**src/rtl/serial_add_pkg.sv**
```systemverilog
// Shared FSM state type and width helpers for the serial adder scheduler.
package serial_add_pkg;

    typedef enum logic [2:0] {
        IDLE,
        CLEAR,
        SHIFT,
        FLUSH,
        DONE
    } state_t;

    // Bits needed to count WIDTH serial steps down to zero.
    function automatic int cnt_width(input int width);
        return (width > 1) ? $clog2(width) : 1;
    endfunction

    function automatic int id_width(input int nreq);
        return (nreq > 1) ? $clog2(nreq) : 1;
    endfunction

endpackage

```
**src/rtl/rr_arbiter.sv**
```systemverilog
// Round-robin arbiter: grants the first requester at or above ptr, searching
// upward with wrap. The grant is only driven while advance is high.
module rr_arbiter
    import serial_add_pkg::*;
#(
    parameter int NREQ = 2,
    parameter int IDW  = id_width(NREQ)
) (
    input  logic [NREQ-1:0] req,
    input  logic [IDW-1:0]  ptr,
    input  logic            advance,
    output logic [NREQ-1:0] grant,
    output logic [IDW-1:0]  winner
);

    logic found;
    int   idx;

    always_comb begin
        grant  = '0;
        winner = '0;
        found  = 1'b0;
        idx    = 0;
        for (int off = 0; off < NREQ; off++) begin
            idx = int'(ptr) + off;
            if (idx >= NREQ) begin
                idx = idx - NREQ;
            end
            if (!found && req[idx]) begin
                found      = 1'b1;
                winner     = IDW'(idx);
                grant[idx] = advance;
            end
        end
    end

endmodule

```
**src/rtl/serial_add_ctrl.sv**
```systemverilog
// Round-robin scheduler sharing one bit-serial adder among NREQ requesters.
// Subtract support is compiled in when SERIAL_ADD_CTRL_SUB_EN is defined.
//
//   state | meaning
//   IDLE  | arbitrate, accept one operand pair
//   CLEAR | preset adder carry
//   SHIFT | stream WIDTH operand bits LSB-first, collect sum bits
//   FLUSH | collect final carry as result MSB
//   DONE  | hold result until rsp handshake
module serial_add_ctrl
    import serial_add_pkg::*;
#(
    parameter int WIDTH = 8,
    parameter int NREQ  = 2,
    parameter int IDW   = id_width(NREQ)
) (
    input  logic                  clk,
    input  logic                  rst_n,
    input  logic [NREQ-1:0]       req_valid,
    output logic [NREQ-1:0]       req_ready,
    input  logic [NREQ*WIDTH-1:0] req_a,
    input  logic [NREQ*WIDTH-1:0] req_b,
    input  logic [NREQ-1:0]       req_sub,
    output logic                  rsp_valid,
    input  logic                  rsp_ready,
    output logic [IDW-1:0]        rsp_id,
    output logic [WIDTH:0]        rsp_sum,
    output logic                  add_in1,
    output logic                  add_in2,
    output logic                  add_clr,
    output logic                  add_cin,
    input  logic                  add_sum
);

    localparam int              CW       = cnt_width(WIDTH);
    localparam logic [CW-1:0]   CNT_LAST = CW'(WIDTH - 1);

    state_t           state;
    state_t           state_nxt;
    logic [IDW-1:0]   ptr;
    logic [IDW-1:0]   winner;
    logic [IDW-1:0]   id_q;
    logic [NREQ-1:0]  grant;
    logic [WIDTH-1:0] sa;
    logic [WIDTH-1:0] sb;
    logic [WIDTH-1:0] res_q;
    logic [WIDTH-1:0] res_shift;
    logic [CW-1:0]    cnt;
    logic             accept;
    logic             advance;
    logic             sub_bit;

    // Reset also masks the grant so req_ready is low while rst_n is low.
    assign advance   = (state == IDLE) && rst_n;
    assign accept    = |grant;
    assign req_ready = grant;

    rr_arbiter #(
        .NREQ (NREQ),
        .IDW  (IDW)
    ) u_arb (
        .req     (req_valid),
        .ptr     (ptr),
        .advance (advance),
        .grant   (grant),
        .winner  (winner)
    );

`ifdef SERIAL_ADD_CTRL_SUB_EN
    logic sub_q;

    always_ff @(posedge clk) begin
        if (!rst_n) begin
            sub_q <= 1'b0;
        end else if (accept) begin
            sub_q <= req_sub[winner];
        end
    end

    assign sub_bit = sub_q;
`else
    logic unused_sub;

    assign unused_sub = ^req_sub;
    assign sub_bit    = 1'b0;
`endif

    always_ff @(posedge clk) begin
        if (!rst_n) begin
            state <= IDLE;
        end else begin
            state <= state_nxt;
        end
    end

    always_comb begin
        state_nxt = state;
        add_in1   = 1'b0;
        add_in2   = 1'b0;
        add_clr   = 1'b0;
        add_cin   = 1'b0;
        case (state)
            IDLE: begin
                if (accept) begin
                    state_nxt = CLEAR;
                end
            end
            CLEAR: begin
                add_clr   = 1'b1;
                add_cin   = sub_bit;
                state_nxt = SHIFT;
            end
            SHIFT: begin
                add_in1 = sa[0];
                add_in2 = sb[0] ^ sub_bit;
                if (cnt == '0) begin
                    state_nxt = FLUSH;
                end
            end
            FLUSH: begin
                state_nxt = DONE;
            end
            DONE: begin
                // rsp_valid is high for the whole of DONE.
                if (rsp_ready) begin
                    state_nxt = IDLE;
                end
            end
            default: begin
                state_nxt = IDLE;
            end
        endcase
        if (!rst_n) begin
            add_in1 = 1'b0;
            add_in2 = 1'b0;
            add_clr = 1'b0;
            add_cin = 1'b0;
        end
    end

    // Sum bits enter at the top so the first bit ends up at bit 0.
    always_comb begin
        res_shift            = res_q >> 1;
        res_shift[WIDTH-1]   = add_sum;
    end

    always_ff @(posedge clk) begin
        if (!rst_n) begin
            ptr       <= '0;
            sa        <= '0;
            sb        <= '0;
            res_q     <= '0;
            cnt       <= '0;
            id_q      <= '0;
            rsp_valid <= 1'b0;
            rsp_id    <= '0;
            rsp_sum   <= '0;
        end else begin
            case (state)
                IDLE: begin
                    if (accept) begin
                        sa   <= req_a[winner*WIDTH +: WIDTH];
                        sb   <= req_b[winner*WIDTH +: WIDTH];
                        id_q <= winner;
                        ptr  <= (winner == IDW'(NREQ - 1)) ? '0 : winner + 1'b1;
                    end
                end
                CLEAR: begin
                    cnt <= CNT_LAST;
                end
                SHIFT: begin
                    sa    <= sa >> 1;
                    sb    <= sb >> 1;
                    res_q <= res_shift;
                    cnt   <= cnt - 1'b1;
                end
                FLUSH: begin
                    rsp_valid <= 1'b1;
                    rsp_sum   <= {add_sum, res_q};
                    rsp_id    <= id_q;
                end
                DONE: begin
                    if (rsp_ready) begin
                        rsp_valid <= 1'b0;
                    end
                end
                default: begin
                end
            endcase
        end
    end

endmodule

```
**config.mk**
```make
export PLATFORM = sky130hd
export DESIGN_NAME = serial_add_ctrl
export DESIGN_NICKNAME = d
export VERILOG_FILES = /design/src/rtl/serial_add_pkg.sv /design/src/rtl/rr_arbiter.sv /design/src/rtl/serial_add_ctrl.sv
export SDC_FILE = /design/constraint.sdc
export NUM_CORES = 1
export LEC_CHECK = 0
export ABC_AREA = 1
export CORE_MARGIN = 10
export CORE_UTILIZATION = 54
export CTS_BUF_LIST = sky130_fd_sc_hd__clkbuf_8
export CTS_CLUSTER_SIZE = 30
export DETAILED_ROUTE_END_ITERATION = 10
export PLACE_DENSITY = 0.86
export SETUP_SLACK_MARGIN = 0.05
export SYNTH_ARGS = -nofsm -noshare
export SYNTH_HDL_FRONTEND = slang
export SYNTH_SLANG_ARGS = --single-unit
```
**constraint.sdc**
```tcl
create_clock -name clk -period 4.39 [get_ports clk]
set_input_delay 1.317 -clock clk [delete_from_list [all_inputs] [get_ports clk]]
set_output_delay 1.317 -clock clk [all_outputs]
set_load 0.01 [all_outputs]
```
Word level (Yosys, flattened, before mapping)
Cells that the tools add are included.

word-level totals
  input bits = 40
  bits in registers = 43

operators by class
  order comparisons = 6
  add/subtract/negate cells = 5
  muxes and demuxes = 36
  bitwise operators = 1
  reduce and logical (&&, ||, !) cells = 15
  shifts and indexed selects = 2
  eq/ne operators = 7

operators with widths
  cell                                                                 number
  greater-or-equal comparator 32 x 1 -> 1 bit (second input constant)  2
  < comparator 32 x 3 -> 1 bit (second input constant)                 2
  2-to-1 mux 32 bit                                                    2
  greater-or-equal comparator 32 x 3 -> 1 bit (second input constant)  1
  one-hot mux 8 bit (2 select lines)                                   2
  variable part select 16 x 5 -> 8 bit                                 2
  subtractor 32 x 3 -> 32 bit (second input constant)                  1
  2-to-1 mux 1 bit                                                     19
  2-to-1 mux 8 bit                                                     2
  one-hot mux 3 bit (5 select lines)                                   1
  2-to-1 mux 3 bit                                                     3
  equality test 3 x 2 -> 1 bit (second input constant)                 2
  logical NOT 3 bit                                                    2
  inequality test 2 bit (second input constant)                        3
  one-hot mux 3 bit (2 select lines)                                   1
  AND reduction 2 bit                                                  3
  nonzero test 2 bit                                                   3
  logical AND 1 bit                                                    4
  2-to-1 mux 2 bit                                                     2
  equality test 3 x 1 -> 1 bit (second input constant)                 1
  equality test 3 bit (second input constant)                          1
  AND reduction 3 bit                                                  1
  subtractor 1 x 2 -> 3 bit (second input constant)                    1
  subtractor 3 x 1 -> 3 bit (second input constant)                    1
  9 further kinds                                                      10

Longest topological paths before layout
Gate-level depths: netlist of the first run.

  word-level depth = 13
  gate-level depth with buffers = 9
  depth with buffers taken out = 8

By module
Synthesis of the first run repeated with hierarchy kept, for this count alone.

unflattened totals
  cell total of the unflattened synthesis = 353
  area, all modules = 2273.4 µm²

by module, submodules not included
  module           cells each  times used  area an instance (µm²)
  serial_add_ctrl  345         1           2235.9
  rr_arbiter       8           1           37.5

Least setup slack after synthesis of the first run
No wires, ideal clock.

  kind = input to output
  start = input rst_n
  end = output add_in1
  stages on the path = 4
  data required time = 3073 ps
  arrival time = 2020 ps
  setup slack = 1053 ps
  cell sequence = clkbuf_1 -> clkbuf_1 -> nand2_1 -> nor2_1

on the way
  word-level cells in the longest chain between the ends = 1

RTL lines
  item              RTL line                RTL
  from (decl)       serial_add_ctrl.sv:18   input logic rst_n,
  2-to-1 mux 1 bit  serial_add_ctrl.sv:133  if (!rst_n) begin
  to (decl)         serial_add_ctrl.sv:28   output logic add_in1,

Every way passes these cells.

Worst setup path in the final report of the first run
  start = input rst_n
  end = output add_clr

on the way
  word-level cells in the longest chain between the ends = 1

RTL lines
  item              RTL line                RTL
  2-to-1 mux 1 bit  serial_add_ctrl.sv:133
  to (decl)         serial_add_ctrl.sv:30   output logic add_clr,

Every way passes these cells.

==> results of run 1 <==
[where the power goes]
part | internal (W) | switching, W
logic | 0.000220 | 0.000328
registers | 0.000515 | 0.0000699
clock network | 0.000111 | 0.000136
[area by class of cell]
class,count,area [um2]
fill,347,1150
sequential,43,861
clock inverter,3,20.0
multi-input combinational,224,1050
clock buffer,5,68.8
timing repair buffer,58,568
tap,50,62.6
inverter,45,169
[worst paths after layout]
check | startpoint | endpoint | depth (start not counted)
max | rst_n | add_clr | 5
min | rsp_valid$_SDFFE_PN0P_ | rsp_valid$_SDFFE_PN0P_ | 2
max reg2reg | state[0]$_SDFFE_PN0P_ | sa[7]$_SDFFE_PN0P_ | 6
min reg2reg | rsp_valid$_SDFFE_PN0P_ | rsp_valid$_SDFFE_PN0P_ | 2
[per-layer routing]
| metal | wire length [um] | vias to the layer above |
|---|---|---|
| li1 | - | 1110 |
| met1 | 2050 | 920 |
| met2 | 2450 | 54 |
| met3 | 351 | 8 |
| met4 | 49 | 0 |
| met5 | 0 | - |
[synth_stat cells (all sizes together)]
library cell  count  share of area
a21oi             8          0.025
buf               9          0.031
clkbuf            8          0.014
clkinv            1         0.0017
conb              1         0.0017
dfxtp            43           0.40
ha                2          0.012
inv              44          0.076
nand2            59           0.11
nand3            22          0.053
nand3b           14          0.048
nor2             79           0.14
o21ai            38          0.089
o31ai             1         0.0035
[worst max-delay path: stages]
cell and delay (ns):
sky130_fd_sc_hd__clkdlybuf4s50_1 0.60, sky130_fd_sc_hd__buf_4 0.20, sky130_fd_sc_hd__inv_1 0.13, sky130_fd_sc_hd__nor2_1 0.13, sky130_fd_sc_hd__clkdlybuf4s50_1 0.54
[state kept, by name, summed over array words and instances (netlist names)]
signal     cells
rsp_valid      1
state          3
res_q          8
cnt            3
rsp_id         1
sa             8
id_q           1
rsp_sum        9
ptr            1
sb             8
[cell families (layout without fill, tap and decap cells)]
logic type | after synthesis | in the layout
DFF | 43 | 43
buffers and inverters | 62 | 111
adders and majority gates | 2 | 2
other | 1 | 1
and+or+nand+nor | 174 | 174
AOI/OAI and AO/OA | 47 | 47
[metrics by stage]
| step | hold slack, ns | power [W] | setup slack, ns | area, um2 | cells |
|---|---|---|---|---|---|
| CTS | 0.473 | 0.00138 | 0.158 | 2800 | 428 |
| detailed placement | 0.462 | 0.00114 | 0.150 | 2710 | 420 |
| finish | 0.471 | 0.00138 | 0.151 | 2800 | 428 |
| global route | 0.506 | 0.00151 | 0.0680 | 2800 | 428 |
| floorplan | 0.449 | 0.00100 | 1.05 | 2170 | 329 |
| global placement | 0.450 | 0.00112 | 0.184 | 2710 | 420 |
[cell usage in the layout (no fill, tap or decap)]
cell type and instances:
sky130_fd_sc_hd__nor2_1 78, sky130_fd_sc_hd__nand2_1 55, sky130_fd_sc_hd__clkdlybuf4s50_1 53, sky130_fd_sc_hd__inv_1 43
sky130_fd_sc_hd__dfxtp_1 43, sky130_fd_sc_hd__o21ai_0 36, sky130_fd_sc_hd__nand3_1 21, sky130_fd_sc_hd__nand3b_1 14
sky130_fd_sc_hd__a21oi_1 6, sky130_fd_sc_hd__clkbuf_8 5, sky130_fd_sc_hd__buf_4 5, sky130_fd_sc_hd__nand2_2 3
sky130_fd_sc_hd__ha_1 2, sky130_fd_sc_hd__clkinvlp_4 2, sky130_fd_sc_hd__nor2_4 1, sky130_fd_sc_hd__nand3_2 1
sky130_fd_sc_hd__inv_2 1, sky130_fd_sc_hd__nand2_4 1, sky130_fd_sc_hd__a21oi_4 1, sky130_fd_sc_hd__a21oi_2 1
sky130_fd_sc_hd__o21ai_2 1, sky130_fd_sc_hd__clkinv_1 1, sky130_fd_sc_hd__o21ai_1 1, sky130_fd_sc_hd__o31ai_1 1
sky130_fd_sc_hd__conb_1 1, sky130_fd_sc_hd__clkinv_2 1
==> results.cfg, run 1 <==
[global_routing]
groute.layer.met2.usage = 0.244
grt_pass1_wl_mm = 8.38
vias_in_the_first_global_route = 1964
grt_antenna_before_repair = 0
overflow = 0
grtUsageMet3 = 0.0547
grt_max_degree = 44
groute.layer.met1.usage = 0.149
grt.total_usage = 0.138
grt_most_used_layer = met2

[finish]
antennaDiodeCount = 0
layout_cell_share_with_drive_strength_beyond_1 = 0.0608
area_growth_pct = 28.6
num-nets-final = 419
fin_util = 0.709

[route]
vias_per_cell = 4.89
via_count = 2092
detail_route.first_pass.iterations = 4
post_drt_wl_per_cell_um = 11.5
drc_errors = 0
finalWirelength_mm = 4.90
antenna_violating_nets_post_route = 0
drt-initial-drc-count = 148

[critical_path]
crit_required_ns = 3.07
regToRegSetupSlack_ns = 2.51
critPathKind = in2out
kind_of_end_point_of_the_critical_path = output pin
crit_arrival_ns = 2.92
critPathMaxFanout = 8
critPathLaunchType = input port

[timing]
final.setup.tns_ns = 0
max-slew-margin-rel = 0.548
final-max-slew-violation-count = 0
timing.final.crit_period_ns = 4.24
fmax_mhz = 236
finalHoldViolCount = 0
worst_clock_skew_ns = 0.00955
setup_viol = 0
grt_setup_unrepaired = no
tightestPinTransition_ns = 0.676
post-route-period-util = 0.965

[clock_tree]
clock_pin_slew_of_the_registers_on_the_worst_case_setup_and_hold_paths_ns = 0.08
setup_buffers_after_cts = 0
clk_root_buffer_cell = sky130_fd_sc_hd__clkbuf_8
number_of_buffers_added_by_the_clock_tree_synthesis_step = 5
htree_levels = 2
max_clock_buf_depth = 2
tritoncts = yes
cts_hold_buffers = 0
clock_insertion_delay_worst_skew_ns = 0.30
clkSinkCount = 43
post_cts_resize_count = 0

[power_and_ir_drop]
ir_worst_vdd_v = 0.000217
p_leak_nw = 1.29
power.density_cell_area_nw_per_um2 = 494

[synth]
synthAdderAreaFrac = 0.0115
synth-xor-area-share = 0
yosysSeqAreaShare = 0.396
synth_top_family_by_area = simple AND/OR/NAND/NOR gates
synthesis.nets = 371
yosys.cell_types.count = 26
postSynthCellCount = 329
share_of_synthesized_area_spent_on_multiplexers = 0
yosys.area_share.simple = 0.350
synthesis.yosys.warnings = 0
yosys_register_bits = 43
syn-mean-instance-area_um2 = 6.61
synth_compound_area_frac = 0.118
syn_area_um2 = 2170

[die]
die_outline_height_um = 83.4
initial_utilization = 0.551
io-pin-count = 57
fp.coreArea_um2 = 3940
rows = 23
design.die.area_um2 = 6960
dieWidth_um = 83.4

[placed_design]
final_estimated_routing_congestion_in_global_placement = 0.845
hpwlAfterDp_mm = 3.73
port_buffers = 53

[run]
maxCapViolCount = 0

[outcome]
outcome = finished clean

[worst_hold_path]
worstHoldPathType = reg2reg
No activity file was read; power rests on OpenSTA's default activity.
==> inputs of run 2 (changes only) <==
- SLEW_MARGIN: default -> 20
==> results of run 2 <==
No change in the layout: final DEF, timing and power equal those of run 1.
==> inputs of run 3 (changes only) <==
- CORE_UTILIZATION: 54 -> 31
- PLACE_DENSITY: 0.86 -> 0.54
==> results.cfg, run 3 (synthesis results as in run 1) <==
[outcome]
outcome = finished clean

[placed_design]
final_estimated_routing_congestion_in_global_placement = 0.736
port_buffers = 53
hpwlAfterDp_mm = 3.76
post_dp_cell_area_um2 = 2800
pre_cts_slack_ns = 0.194

[timing]
grt_setup_unrepaired = no
finalHoldViolCount = 0
final.setup.worst_slack_ns = 0.203
final-max-slew-violation-count = 0
setup_viol = 0
post-route-period-util = 0.954
fmax_mhz = 239
timing.final.crit_period_ns = 4.19
worst_clock_skew_ns = 0.00461
final.setup.tns_ns = 0

[clock_tree]
clkSinkCount = 43
tritoncts = yes
post_cts_resize_count = 0
setup_buffers_after_cts = 0
htree_levels = 2
clk_root_buffer_cell = sky130_fd_sc_hd__clkbuf_8
clock_insertion_delay_worst_skew_ns = 0.29
number_of_buffers_added_by_the_clock_tree_synthesis_step = 5
max_clock_buf_depth = 2
clock_pin_slew_of_the_registers_on_the_worst_case_setup_and_hold_paths_ns = 0.08
cts_hold_buffers = 0

[global_routing]
grt.total_usage = 0.0936
groute.layer.met1.usage = 0.116
grt_max_degree = 42
grt_most_used_layer = met2
groute.layer.met2.usage = 0.150
grt_antenna_before_repair = 0
vias_in_the_first_global_route = 2058
grtUsageMet3 = 0.0316
grt_pass1_wl_mm = 8.91
overflow = 0

[die]
die_outline_height_um = 104
fp.coreArea_um2 = 6790
io-pin-count = 57
dieWidth_um = 104
rows = 30
initial_utilization = 0.320
design.die.area_um2 = 10800

[power_and_ir_drop]
power.density_cell_area_nw_per_um2 = 512
ir_worst_vdd_v = 0.000166
p_leak_nw = 1.34

[finish]
fin_util = 0.432
num-nets-final = 422
layout_cell_share_with_drive_strength_beyond_1 = 0.0682
layout.cells.most_common_list = sky130_fd_sc_hd__nor2_1 (78), sky130_fd_sc_hd__nand2_1 (55), sky130_fd_sc_hd__clkdlybuf4s50_1 (53)
filler_cell_count = 747
area_growth_pct = 35.1
most_frequent_standard_cell_in_the_layout_excluding_fill_and_tap_cells = sky130_fd_sc_hd__nor2_1
regMostFlops = rsp_sum
final_design_area_no_fill_um2 = 2940
antennaDiodeCount = 0
largest_register_ffs = 9

[worst_hold_path]
worstHoldPathType = reg2reg

[critical_path]
rr_startpoint = state[0]$_SDFFE_PN0P_
critPathLaunchType = input port
critPathKind = in2out
worst-path-buf-inv = 4
worst_path_dominant_cell_family = buffers and inverters
kind_of_end_point_of_the_critical_path = output pin
reg2reg_to = sa[7]$_SDFFE_PN0P_
crit_arrival_ns = 2.87
cp_slowest_stage_delay_ns = 0.59
cpMostUsedCell = sky130_fd_sc_hd__clkdlybuf4s50_1
path_cells = clkdlybuf4s50_1, nand3_2, inv_2, nand3_1, inv_1, clkdlybuf4s50_1
timing.critical_path.depth = 6
critPathSlowestCell = sky130_fd_sc_hd__clkdlybuf4s50_1
critical_path.startpoint = rst_n
crit_required_ns = 3.07
regToRegSetupSlack_ns = 2.69
timing.reg2reg.worst_path_depth = 7
critPathMaxFanout = 3
worstSetupEndpoint = req_ready[0]

[route]
detail_route.first_pass.iterations = 4
antenna_violating_nets_post_route = 0
finalWirelength_mm = 5.01
via_count = 2021
drt-initial-drc-count = 81
post_drt_wl_per_cell_um = 10.5
vias_per_cell = 4.24
drc_errors = 0

[run]
maxCapViolCount = 0
## run 3: changes by cell type in the layout (fill, tap and decap cells not counted)
cell and delta:
sky130_fd_sc_hd__buf_4 +2, sky130_fd_sc_hd__clkinv_2 -1, sky130_fd_sc_hd__clkinvlp_4 -1, sky130_fd_sc_hd__bufinv_16 +2, sky130_fd_sc_hd__buf_12 +1
## run 3: power by group
| part | switching (W) | total [W] | internal (W) |
|---|---|---|---|
| clock | 0.000138 | 0.000365 | 0.000227 |
| sequential | 0.0000680 | 0.000583 | 0.000515 |
| combinational | 0.000328 | 0.000556 | 0.000227 |
| total | 0.000535 | 0.00150 | 0.000970 |
## run 3: final cells by class
type,instances,area [um2],area share
multi-input cells,224,1050,0.356
clock inverters,3,67.6,0.0230
well taps,96,120,0.0409
flip-flops and latches,43,861,0.293
inverters,45,169,0.0575
repair buffers,61,603,0.205
clock buffers,5,68.8,0.0234
## run 3: metal layers
metal | routed length [um] | part of all wire
met5 | 0 | 0
met4 | 46 | 0.0092
met3 | 290 | 0.058
met2 | 2160 | 0.43
met1 | 2510 | 0.50
## run 3: tightest hold or removal path: cells and delay by family, from the launching register on
family           cells  cell delay (ns)
AO/OA/AOI/OAI        1             0.05
flip-flops           1             0.32
AND/OR/NAND/NOR      1             0.06
## run 3: worst min-delay path by stage
stage | cells after the start | slack [ns] | startpoint | end
2_1_floorplan | 2 | 0.45 | sa[1]$_SDFFE_PN0P_ | sa[1]$_SDFFE_PN0P_
3_3_place_gp | 2 | 0.45 | rsp_valid$_SDFFE_PN0P_ | rsp_valid$_SDFFE_PN0P_
3_5_place_dp | 2 | 0.46 | rsp_valid$_SDFFE_PN0P_ | rsp_valid$_SDFFE_PN0P_
4_1_cts | 2 | 0.47 | rsp_valid$_SDFFE_PN0P_ | rsp_valid$_SDFFE_PN0P_
5_1_grt | 2 | 0.49 | rsp_valid$_SDFFE_PN0P_ | rsp_valid$_SDFFE_PN0P_
6_report | 2 | 0.47 | rsp_valid$_SDFFE_PN0P_ | rsp_valid$_SDFFE_PN0P_
## run 3: through the flow
stage                     hold WS (ns)  cells  total power [W]
after floorplan                  0.449    329          0.00100
after global placement           0.448    469          0.00115
after detailed placement         0.458    469          0.00116
after CTS                        0.472    477          0.00153
after global routing             0.495    477          0.00165
final                            0.469    477          0.00150
